--- config.mk ---
export PLATFORM = sky130hd
export DESIGN_NAME = ex_mem_pipe
export DESIGN_NICKNAME = d
export VERILOG_FILES = /design/src/rtl/ex_mem_pkg.sv /design/src/rtl/pipe_skid_buf.sv /design/src/rtl/ex_mem_pipe.sv
export SDC_FILE = /design/constraint.sdc
export NUM_CORES = 1
export LEC_CHECK = 0
export CORE_ASPECT_RATIO = 1.2
export CORE_MARGIN = 2
export CORE_UTILIZATION = 51
export DETAILED_ROUTE_END_ITERATION = 16
export PLACE_DENSITY_LB_ADDON = 0.3
export SETUP_SLACK_MARGIN = 0.15
export SYNTH_ARGS = -nofsm -noshare
export SYNTH_HDL_FRONTEND = slang
export SYNTH_SLANG_ARGS = --single-unit
export TNS_END_PERCENT = 1
--- constraint.sdc ---
create_clock -name clk -period 3.95 [get_ports clk]
set_input_delay 0.9875 -clock clk [delete_from_list [all_inputs] [get_ports clk]]
set_output_delay 0.9875 -clock clk [all_outputs]
set_load 0.01 [all_outputs]
--- src/rtl/ex_mem_pkg.sv ---
// ex_mem_pkg: shared encodings for the EX/MEM pipeline register.
//   - ex_result_sel encodings that choose the value written back from EX.
//   - State encoding of the two-entry skid buffer.
package ex_mem_pkg;

  localparam logic [1:0] RES_ALU   = 2'd0;  // ALU output
  localparam logic [1:0] RES_IMM   = 2'd1;  // immediate (LUI)
  localparam logic [1:0] RES_PC4   = 2'd2;  // return address (JAL/JALR)
  localparam logic [1:0] RES_PCIMM = 2'd3;  // pc-relative (AUIPC)

  typedef enum logic [1:0] {
    ST_EMPTY = 2'd0,
    ST_ONE   = 2'd1,
    ST_TWO   = 2'd2
  } skid_state_t;

endpackage

--- src/rtl/pipe_skid_buf.sv ---
// pipe_skid_buf: valid/ready pipeline buffer for an opaque payload.
//   SKID_EN=1: two-entry skid buffer, in_ready comes straight from a flop.
//   SKID_EN=0: one register, in_ready = !out_valid || out_ready.
// Ports:
//   clk, reset      clock, synchronous active-high reset
//   flush           drop every stored entry at the next edge, refuse input
//   in_valid/in_ready, in_data     upstream handshake and payload
//   out_valid/out_ready, out_data  downstream handshake and payload
// Stored payload is cleared whenever a slot empties, so out_data is all
// zeros while out_valid is low.
module pipe_skid_buf
  import ex_mem_pkg::*;
#(
  parameter int W       = 8,
  parameter int SKID_EN = 1
) (
  input  logic         clk,
  input  logic         reset,
  input  logic         flush,
  input  logic         in_valid,
  output logic         in_ready,
  input  logic [W-1:0] in_data,
  output logic         out_valid,
  input  logic         out_ready,
  output logic [W-1:0] out_data
);

  generate
    if (SKID_EN != 0) begin : g_skid
      skid_state_t  state;
      logic         rdy_q;
      logic [W-1:0] head_p1;
      logic [W-1:0] skid_p1;
      logic         accept;
      logic         release_ok;

      // Flush blocks acceptance so an offer made in the flush cycle is lost.
      assign accept     = in_valid && rdy_q && !flush;
      assign release_ok = (state != ST_EMPTY) && out_ready;

      // Stage p1: head holds the oldest entry, skid catches one more while
      // downstream stalls. in_ready is registered from the next state.
      always_ff @(posedge clk) begin
        if (reset || flush) begin
          state   <= ST_EMPTY;
          rdy_q   <= 1'b1;
          head_p1 <= '0;
          skid_p1 <= '0;
        end else begin
          case (state)
            ST_EMPTY: begin
              if (accept) begin
                head_p1 <= in_data;
                state   <= ST_ONE;
              end
            end
            ST_ONE: begin
              if (accept && release_ok) begin
                head_p1 <= in_data;
              end else if (accept) begin
                skid_p1 <= in_data;
                state   <= ST_TWO;
                rdy_q   <= 1'b0;
              end else if (release_ok) begin
                head_p1 <= '0;
                state   <= ST_EMPTY;
              end
            end
            ST_TWO: begin
              if (release_ok) begin
                head_p1 <= skid_p1;
                skid_p1 <= '0;
                state   <= ST_ONE;
                rdy_q   <= 1'b1;
              end
            end
            default: begin
              state   <= ST_EMPTY;
              rdy_q   <= 1'b1;
              head_p1 <= '0;
              skid_p1 <= '0;
            end
          endcase
        end
      end

      assign in_ready  = rdy_q;
      assign out_valid = (state != ST_EMPTY);
      assign out_data  = head_p1;
    end else begin : g_reg
      logic         vld_p1;
      logic [W-1:0] head_p1;
      logic         accept;
      logic         release_ok;

      assign in_ready   = !vld_p1 || out_ready;
      assign accept     = in_valid && in_ready && !flush;
      assign release_ok = vld_p1 && out_ready;

      // Stage p1: single register, refilled in the same cycle it drains.
      always_ff @(posedge clk) begin
        if (reset || flush) begin
          vld_p1  <= 1'b0;
          head_p1 <= '0;
        end else if (accept) begin
          vld_p1  <= 1'b1;
          head_p1 <= in_data;
        end else if (release_ok) begin
          vld_p1  <= 1'b0;
          head_p1 <= '0;
        end
      end

      assign out_valid = vld_p1;
      assign out_data  = head_p1;
    end
  endgenerate

endmodule

--- src/rtl/ex_mem_pipe.sv ---
// ex_mem_pipe: EX/MEM pipeline register with result select.
//   Computes the EX result (ALU, imm, pc+4, pc+imm) in the accept cycle and
//   stores it together with the rest of the MEM payload in pipe_skid_buf.
// Ports:
//   clk, reset                      clock, synchronous active-high reset
//   in_valid/in_ready               EX handshake
//   in_regWAddr, in_regRData2, in_imm, alu_result, in_pc   EX payload
//   ex_result_sel, in_mem_rd, in_mem_wr                    select, mem ctrl
//   flush                           discard all stored entries
//   out_valid/out_ready             MEM handshake
//   data_regWAddr, data_regRData2, data_result, data_pc,
//   data_mem_rd, data_mem_wr        MEM payload (zero while out_valid=0)
module ex_mem_pipe
  import ex_mem_pkg::*;
#(
  parameter int XLEN    = 32,
  parameter int REG_AW  = 5,
  parameter int SKID_EN = 1
) (
  input  logic              clk,
  input  logic              reset,
  input  logic              in_valid,
  output logic              in_ready,
  input  logic [REG_AW-1:0] in_regWAddr,
  input  logic [XLEN-1:0]   in_regRData2,
  input  logic [XLEN-1:0]   in_imm,
  input  logic [XLEN-1:0]   alu_result,
  input  logic [XLEN-1:0]   in_pc,
  input  logic [1:0]        ex_result_sel,
  input  logic              in_mem_rd,
  input  logic              in_mem_wr,
  input  logic              flush,
  output logic              out_valid,
  input  logic              out_ready,
  output logic [REG_AW-1:0] data_regWAddr,
  output logic [XLEN-1:0]   data_regRData2,
  output logic [XLEN-1:0]   data_result,
  output logic [XLEN-1:0]   data_pc,
  output logic              data_mem_rd,
  output logic              data_mem_wr
);

  localparam int PAY_W = REG_AW + 3 * XLEN + 2;

  // Sums wrap modulo 2^XLEN; the carry is intentionally dropped.
  function automatic logic [XLEN-1:0] calc_result(
    input logic [1:0]      sel,
    input logic [XLEN-1:0] alu,
    input logic [XLEN-1:0] imm,
    input logic [XLEN-1:0] pc
  );
    logic [XLEN-1:0] r;
    case (sel)
      RES_ALU:   r = alu;
      RES_IMM:   r = imm;
      RES_PC4:   r = pc + XLEN'(4);
      RES_PCIMM: r = pc + imm;
      default:   r = alu;
    endcase
    return r;
  endfunction

  logic [XLEN-1:0]  result_p0;
  logic [PAY_W-1:0] pay_p0;
  logic [PAY_W-1:0] pay_p1;

  // Stage p0: result mux and payload packing, combinational in accept cycle.
  assign result_p0 = calc_result(ex_result_sel, alu_result, in_imm, in_pc);
  assign pay_p0    = {in_regWAddr, in_regRData2, result_p0, in_pc,
                      in_mem_rd, in_mem_wr};

  pipe_skid_buf #(
    .W       (PAY_W),
    .SKID_EN (SKID_EN)
  ) u_buf (
    .clk       (clk),
    .reset     (reset),
    .flush     (flush),
    .in_valid  (in_valid),
    .in_ready  (in_ready),
    .in_data   (pay_p0),
    .out_valid (out_valid),
    .out_ready (out_ready),
    .out_data  (pay_p1)
  );

  // Stage p1: unpack the stored payload toward MEM.
  assign {data_regWAddr, data_regRData2, data_result, data_pc,
          data_mem_rd, data_mem_wr} = pay_p1;

endmodule

==> key figures <==
Status
  – Status: complete, no violations

Critical path
  – Most frequent CP cell: inv_1
  – Setup crit end kind: flop
  – Critical path class: in -> reg
  – Cell Chain, Critical Path: clkdlybuf4s50_1 -> ha_1 -> inv_1 -> fa_2 -> nor2b_4 -> o211ai_2 -> a21bo_1 -> a211oi_2 -> o31ai_2 -> xnor2_1 -> mux4_2 -> a222oi_1 -> inv_1
  – Reg-to-reg setup timing slack: 1.29 ns
  – Slowest stage delay, CP: ~0.50 ns
  – Critical Path AT: between 3 and 4 ns
  – Setup crit start kind: input port
  – Crit-path max FO: 2
  – Slowest-stage cell, CP: clkdlybuf4s50_1
  – WP data required: 4.35 ns

Place
  – Placed insts: 1789
  – IO Port Bufs: about 250
  – RePlAce Congestion: around 0.95
  – Dpl hpwl: ~26000 um
  – DP Area: ~14000 um^2

Synth
  – Area of the mapped netlist: approximately 11000 um^2
  – Synth Area in XOR/XNOR: 0.04147
  – Synth Warn #: 0
  – Share of the synthesized area in the top cell type: 0.3810
  – Top_reg_cell synth: dfxtp_1
  – Post-synth top cells: 221 x nor2_1, 209 x dfxtp_1, 174 x a22oi_1
  – Yosys cell types: 70
  – Sequential area share after synthesis: 0.3810
  – Synth area leader: dfxtp_1
  – Most common cell in the synthesized netlist: nor2_1
  – Synth Area in Simple Gates: 0.1474
  – Fraction of registers with async set or reset after synthesis: 0
  – Gate Count Post-Synth: about 1300
  – Mean Syn Cell Area: around 8.5 um^2
  – Main area contributors after synthesis: dfxtp_1 38%, a22oi_1 12%, nor2_1 7.6%
  – Post-synthesis compound-gate area fraction: 0.3137
  – Post-synthesis register bit count: ~210
  – Post-synth EDFFs: 0
  – Synth Area in Adders: 0.03828
  – Main combinational cell family by area after synthesis: compound AO/OA/AOI/OAI gates
  – Multiplexer area fraction after synthesis: 0.03030
  – Syn_nets: roughly 1500

STA
  – RSZ-0062 raised after global routing: yes
  – Hold WS: approximately 0.46 ns
  – Fin crit share: 0.9068
  – Final Hold Fails: 0
  – Max-Slew Margin vs Limit: 0.3863
  – Final setup skew: approximately 0.025 ns
  – Final Max Tran Viols: 0
  – Final setup violation count: 0
  – Slew @ Worst Pin: roughly 0.9 ns
  – Fmax: 0.2792 GHz
  – Fin crit period: roughly 3.6 ns

Global route
  – First-pass GRT wire length: between 50000 and 60000 um
  – Total GRT Usage: 0.3082
  – Initial antenna violation count: 1
  – Largest net degree at the start of global routing: around 170
  – Vias in the first global route: 10487
  – Total grt overflow: 0

Routing
  – Routed WL: between 30000 and 40000 um
  – DRT iter0 DRCs: 871
  – Routed length per instance: about 20 um
  – DR vias/cell: approximately 6.1
  – Via count: 11106
  – Antenna-violating nets left: 0
  – Detailed-route DRC error count: 0
  – TritonRoute pass-1 iters: 5

Pwr
  – Clk pwr share: 0.376
  – Comb pwr share: 0.213
  – Leak: approximately 5.7 nW
  – Maximum vdd drop: between 0.0003 and 0.0004 V
  – Cell area power density: ~350 nW/um^2
  – Reg power frac: 0.411
  – Switching Share: 0.2749
  – Sw Pwr: between 0.001 and 0.0015 W
  – Internal power: about 0.0038 W

CTS
  – Root buf cell: clkbuf_16
  – H-tree Lvls: 1
  – Clock-pin slew on the worst setup and hold paths: ~0.060 ns
  – CTS tree: done
  – Clock sinks: about 210
  – Post-CTS Hold Buffers: 0
  – Clock buffers created by TritonCTS: 21
  – Clk buf depth: 3
  – Skew-Pair Late Insertion Delay: approximately 0.51 ns
  – Setup Buffers After CTS: 0

Die
  – Chip height: about 160 um
  – Die span in x: 138.0 um
  – Core Area: 21050 um^2
  – Starting Density: 0.5219
  – Die area: around 23000 um^2
  – Num rows: between 50 and 60
  – Top Ports: approximately 250

Final layout
  – Final core utilization: 0.7096
  – Filler cells: between 1500 and 2000
  – Share of cells above drive strength 1: 0.1170
  – Multi-input gate area: roughly 6300 um^2
  – FF+latch area: about 4200 um^2
  – Layout area overhead: 35.97%
  – Post-route cell area: approximately 15000 um^2
  – Final Net Count: between 1500 and 2000
  – Post-Layout Cell Count: about 1800
  – Number of inserted diodes: 0

Hold path
  – Hold WC Path Type: reg -> reg

Flow run
  – MaxCap Viol Count: 0
## stage by stage
stage	setup slack (ns)	power, W	TNS [ns]
finish	0.3683	0.005255	0
global route	0.1388	0.005454	0
floorplan	0.4981	0.002802	0
CTS	0.2404	0.005279	0
detailed placement	-0.2611	0.003313	-1.207
global placement	-0.2339	0.003308	-0.5614
## per-layer routing
layer	vias to the layer above	track usage	part of all wire
li1	5276	-	-
met1	5315	0.3867	0.40
met2	441	0.5347	0.50
met3	74	0.03775	0.066
met4	0	0.1224	0.038
met5	-	0	0
## registers in the layout, summed over array words and instances (netlist names)
signal                cells
u_buf.out_data          103
u_buf.in_ready            1
u_buf.g_skid.state        2
u_buf.g_skid.skid_p1    103
## final timing paths
check	depth (start not counted)	start	end
hold / removal	2	u_buf.g_skid.skid_p1[63]	u_buf.g_skid.skid_p1[63]
setup / recovery	13	in_pc[0]	u_buf.out_data[50]
hold reg to reg	2	u_buf.g_skid.skid_p1[63]	u_buf.g_skid.skid_p1[63]
setup reg to reg	5	u_buf.g_skid.state[1]	u_buf.out_data[45]
## placed cells by master, fill, tap and decap left out, drive strengths merged, types with 21 or more instances in the layout
cell type and count:
clkdlybuf4s50 244, nor2 223, dfxtp 209, a22oi 174
buf 100, a22o 84, nand2 63, a21oi 61
o21ai 55, xnor2 36, ha 32, clkbuf 30
inv 26, nand3 21
## timing repair
action | CTS | global route
endpoints found under the hold margin | 0 | 0
resized for setup | 0 | 1
endpoints found under the setup margin | 0 | 5
## layout make-up
| cell class | instances | area share |
|---|---|---|
| inverters | 25 | 0.006284 |
| repair buffers | 344 | 0.2202 |
| multi-input cells | 941 | 0.4247 |
| flip-flops and latches | 209 | 0.2802 |
| clock buffers | 30 | 0.04282 |
| clock inverters | 7 | 0.003184 |
| well taps | 270 | 0.02262 |
## logic make-up after synthesis
family	Yosys count
AND/OR/NAND/NOR	374
AO/OA/AOI/OAI	464
buffers and inverters	135
XOR/XNOR	52
multiplexers	18
flip-flops	209
adder cells (fa/ha/maj)	33
## power groups by stage
stage          clock network [W]  logic (W)  registers [W]
6_report                 0.00198    0.00112        0.00216
5_1_grt                  0.00208    0.00121        0.00216
4_1_cts                  0.00201    0.00111        0.00216
3_5_place_dp                   0    0.00111        0.00221
3_3_place_gp                   0    0.00110        0.00221
2_1_floorplan                  0   0.000585        0.00222
## worst max-delay path: cells and delay by family
family          cells  cell delay, ns
buf+inv             3            0.63
simple gates        1            0.14
fa+ha+maj           2            0.56
mux                 1            0.50
xor+xnor            1            0.13
compound gates      5            1.02
Note: power is estimated with default switching activity, not from simulation.
==> patch 1, RTL diff (same flow settings) <==
Change the parameter `REG_AW` from 5 to 4.
--- a/src/rtl/ex_mem_pipe.sv
+++ b/src/rtl/ex_mem_pipe.sv
@@ -14,7 +14,7 @@
   import ex_mem_pkg::*;
 #(
   parameter int XLEN    = 32,
-  parameter int REG_AW  = 5,
+  parameter int REG_AW  = 4,
   parameter int SKID_EN = 1
 ) (
   input  logic              clk,
Ports: changed (resized data_regWAddr and in_regWAddr); port bits go from 247 to 245. No check against the original RTL was run, so the function may have changed too.
==> patch 1 against the unedited design <==
First-iteration DRC count is 12% lower; register-to-register slack better by 0.21 ns; non-clock buffer count is 20 higher; cell area is 0.91% higher; highest routed layer is now met5; fmax is 2.6% lower; setup slack worse by 0.096 ns; clock skew is 0.0020 ns lower; synthesized area is 0.83% lower; combinational power hardly changed; wire length is 1.6% higher; critical endpoint is now u_buf.g_skid.skid_p1[64]; sequential cell count is 2 lower; power is 2.6% higher; sequential share of layout area is 0.52 points lower.
==> patch 1: results <==
export IMPL_drtIter0Drc=764
export IMPL_synth_commonest_cells="nor2_1 (224), dfxtp_1 (207), a22oi_1 (168)"
export IMPL_wl_per_cell_um=19.84
export IMPL_avgSynthCellArea_um2=8.321
export IMPL_synth_area_leaders="dfxtp_1 (38%), a22oi_1 (12%), nor2_1 (7.7%)"
export IMPL_crit_path_start="in_imm[0]"
export IMPL_cts_max_path_buffers=3
export IMPL_n_fill_cell=1662
export IMPL_hold_end="u_buf.g_skid.skid_p1[37]"
export IMPL_cp_max_fo=3
export IMPL_grt_first_pass_wirelength_um=56530
export IMPL_hp_start="u_buf.g_skid.skid_p1[37]"
export IMPL_powerDensity_mw_per_mm2=357.7
export IMPL_relSlewSlack_pct=56.72
export IMPL_finClkSkew_ns=0.02263
export IMPL_cts_buffers=22
export IMPL_grt_use_total_pct=31.76
export IMPL_r2r_slack_ns=1.50
export IMPL_crit_arrival_ns=4.11
export IMPL_ir_worst_vdd_uv=399.5
export IMPL_gr_usage_met1_pct=41.16
export IMPL_whs_ns=0.4571
export IMPL_grt_met2_usage_pct=52.17
export IMPL_clock_power_share_pct=39.6
export IMPL_pre_cts_slack_ns=-0.2410
export IMPL_worstRegToRegCells=6
export IMPL_clk_pin_slew_ns=0.06
export IMPL_outcome="complete, no violations"
export IMPL_fin_nets=1762
export IMPL_place_congestion=0.9602
export IMPL_synth_seq_area_share_pct=38.05
export IMPL_synthesis_nets=1483
export IMPL_crit_end="u_buf.g_skid.skid_p1[64]"
export IMPL_yosys_warnings=0
export IMPL_wl_met1_um=15130
export IMPL_worstReg2RegEnd="u_buf.out_data[9]"
export IMPL_grt_max_degree=92
export IMPL_met3WireLength_um=2543
export IMPL_place_hpwl_um=26810
export IMPL_highest_layer="met5"
export IMPL_viasPerCell=6.064
export IMPL_drive_above_1_share_pct=12.23
export IMPL_portBuffers=244
export IMPL_wl_met2_um=17760
export IMPL_synth_cell_types=67
export IMPL_period_share_pct=93.10
export IMPL_use_met3_pct=4.537
export IMPL_via_count=11350
-- patch 1: cell count changes after synthesis, moves of 5 or more --
cell      unedited run  this run
buf_1               13         6
clkbuf_1            92       103
a21oi_1             59        65
a22oi_1            174       168
nand3_1             21        29
o21ai_0             46        65
xnor2_1             36        30
nand2_1             62        77
nand2b_1             3         8
a22o_1              83        70
a21boi_0             6         0
-- patch 1: kinds of logic (layout without fill, tap and decap cells) --
family	count (synthesis)	count (layout)	share of synthesized area (%)
AOI/OAI and AO/OA	461	461	30.25
xor gates and xnor gates	50	50	4.021
adders and majority gates	33	33	3.860
buffers and inverters	133	426	4.584
DFF	207	207	38.05
muxes	19	19	3.044
and+or+nand+nor	406	406	16.20
-- patch 1: cell type report --
cell class	count	area, µm²	area share (%)
Sequential cell	207	4144	27.50
Clock buffer	28	614.3	4.077
Tap cell	270	337.8	2.242
Clock inverter	10	126.4	0.8386
Timing Repair Buffer	364	3421	22.70
Inverter	24	90.09	0.5978
Multi-Input combinational cell	969	6336	42.05
==> patch 2, RTL diff (same settings) <==
Without the edit above. `SKID_EN` is set to 1 in 2 places; all go to 0. Comments in the files are not updated.
--- a/src/rtl/pipe_skid_buf.sv
+++ b/src/rtl/pipe_skid_buf.sv
@@ -12,7 +12,7 @@
   import ex_mem_pkg::*;
 #(
   parameter int W       = 8,
-  parameter int SKID_EN = 1
+  parameter int SKID_EN = 0
 ) (
   input  logic         clk,
   input  logic         reset,
--- a/src/rtl/ex_mem_pipe.sv
+++ b/src/rtl/ex_mem_pipe.sv
@@ -15,7 +15,7 @@
 #(
   parameter int XLEN    = 32,
   parameter int REG_AW  = 5,
-  parameter int SKID_EN = 1
+  parameter int SKID_EN = 0
 ) (
   input  logic              clk,
   input  logic              reset,
Check against the original RTL: not equivalent (Yosys sat finds a counterexample within 4 cycles, from zero or initial values).
==> patch 2 against the unedited design <==
Setup slack gained 0.046 ns; critical endpoint is now u_buf.out_data[63]; wire length shrank 39%; sequential cell count shrank 105; core utilization grew 6.2 points; largest cell class unchanged; power shrank 47%; global-route usage grew 1.5 points; synthesized area shrank 42%; via count shrank 38%; cell area shrank 37%.
==> patch 2: results <==
export IMPL_grt_use_total_pct=32.36
export IMPL_cp_max_fo=6
export IMPL_antenna_found_initial=1
export IMPL_clkLatencyLatePin_ns=0.35
export IMPL_drtIter0Drc=580
export IMPL_worst_slew_pin_transition_ns=0.8733
export IMPL_cts_root_buf="clkbuf_16"
export IMPL_dr_pass1_iters=5
export IMPL_cts_max_path_buffers=2
export IMPL_yosys_warnings=0
export IMPL_fin_nets=1159
export IMPL_grt_pass1_vias=6719
export IMPL_cts_resized=0
export IMPL_portBuffers=246
export IMPL_met3WireLength_um=1705
export IMPL_synthArstFlopShare_pct=0
export IMPL_place_congestion=0.9777
export IMPL_synthesis_nets=920
export IMPL_htree_levels=3
export IMPL_final_util_pct=77.19
export IMPL_synth_edf_count=0
export IMPL_postCtsSetupBuffers=0
export IMPL_crit_arrival_ns=3.76
export IMPL_synth_cell_types=66
export IMPL_grt_max_degree=83
export IMPL_cp_top_family="buffers and inverters"
export IMPL_hold_class="register to register"
export IMPL_viasPerCell=6.017
export IMPL_largest_reg_flops=103
export IMPL_drive_above_1_share_pct=7.381
export IMPL_wl_um=22280
export IMPL_wl_per_cell_um=19.36
export IMPL_finClkSkew_ns=0.01051
export IMPL_grt_first_pass_wirelength_um=34620
export IMPL_synth_most_common_cell="nor2_1"
export IMPL_outcome="complete, no violations"
export IMPL_layout_commonest_cell="clkdlybuf4s50_1"
export IMPL_clk_pin_slew_ns=0.08
export IMPL_synth_commonest_cells="nor2_1 (111), dfxtp_1 (104), a22oi_1 (82)"
export IMPL_cts_buffers=9
export IMPL_wl_met2_um=11020
export IMPL_place_hpwl_um=16790
export IMPL_synth_area_leaders="dfxtp_1 (33%), a22oi_1 (9.7%), nor2_1 (6.5%)"
export IMPL_highest_layer="met4"
export IMPL_internal_power_w=0.001924
export IMPL_synth_seq_area_share_pct=32.67
export IMPL_slowest_delay_ns=0.52
export IMPL_n_fill_cell=929
export IMPL_p_leak_nw=3.508
export IMPL_ir_worst_vdd_uv=189.3
export IMPL_pre_cts_slack_ns=0.09853
export IMPL_wl_met1_um=8719
-- patch 2: cell types whose count changed after synthesis, moves of 14 or more --
cell      change
a21oi_1      -24
dfxtp_1     -105
nand2_1      -20
inv_1        -14
a22oi_1      -92
a22o_1       -77
clkbuf_1     -52
nor2_1      -110
o21ai_0      -19
-- patch 2: metrics by stage --
step                      total power, W  instances  area (µm²)
after global placement          0.001892       1134        9097
final                           0.002784       1151        9392
after floorplan                 0.001546        745        6372
after global routing            0.002895       1151        9392
after CTS                       0.002782       1150        9389
after detailed placement        0.001900       1134        9097
-- patch 2: final timing paths --
path,endpoint,cells after the start,slack [ns],from
worst max-delay path,u_buf.out_data[63],13,0.41,in_pc[4]
worst min-delay path,u_buf.out_data[65],2,0.46,u_buf.out_data[65]
worst max register to register,u_buf.out_data[33],6,2.14,u_buf.out_valid
worst min register to register,u_buf.out_data[65],2,0.46,u_buf.out_data[65]
-- patch 2: logic make-up (layout without fill, tap and decap cells) --
group                      Yosys count  after routing  share of synthesized area [%]
AOI/OAI and AO/OA                  240            240                          26.64
DFF                                104            104                          32.67
adders and majority gates           33             33                          6.597
muxes                               21             21                          6.067
and+or+nand+nor                    240            240                          17.63
xor gates and xnor gates            52             52                          7.147
buffers and inverters               55            299                          3.240
other                                0              1                              0
-- patch 2: power groups by stage --
| stage | Sequential [W] | Clock (W) | Combinational (W) |
|---|---|---|---|
| floorplan | 0.00113 | 0 | 0.000416 |
| global placement | 0.00112 | 0 | 0.000774 |
| detailed placement | 0.00112 | 0 | 0.000782 |
| CTS | 0.00109 | 0.000900 | 0.000788 |
| global route | 0.00110 | 0.000939 | 0.000858 |
| finish | 0.00109 | 0.000892 | 0.000798 |
-- patch 2: tightest hold or removal path, cell delays in order (launching register included) --
cell     delay [ns]
dfxtp_1        0.32
nand2_1        0.05
o21ai_1        0.05
-- patch 2: cell type report --
type                            count  area (µm²)  area share, %
Multi-Input combinational cell    586        4096          43.62
Sequential cell                   104        2082          22.17
Clock inverter                      6       62.56         0.6661
Inverter                           10       37.54         0.3997
Antenna cell                        1       2.502        0.02665
Tap cell                          161       201.4          2.145
Clock buffer                       10       229.0          2.438
Timing Repair Buffer              273        2680          28.54
-- patch 2: routing by layer --
layer	vias up	global-route usage (%)
met1	3267	37.95
met2	340	57.23
met5	-	0
met3	62	7.194
met4	0	12.77
li1	3257	-
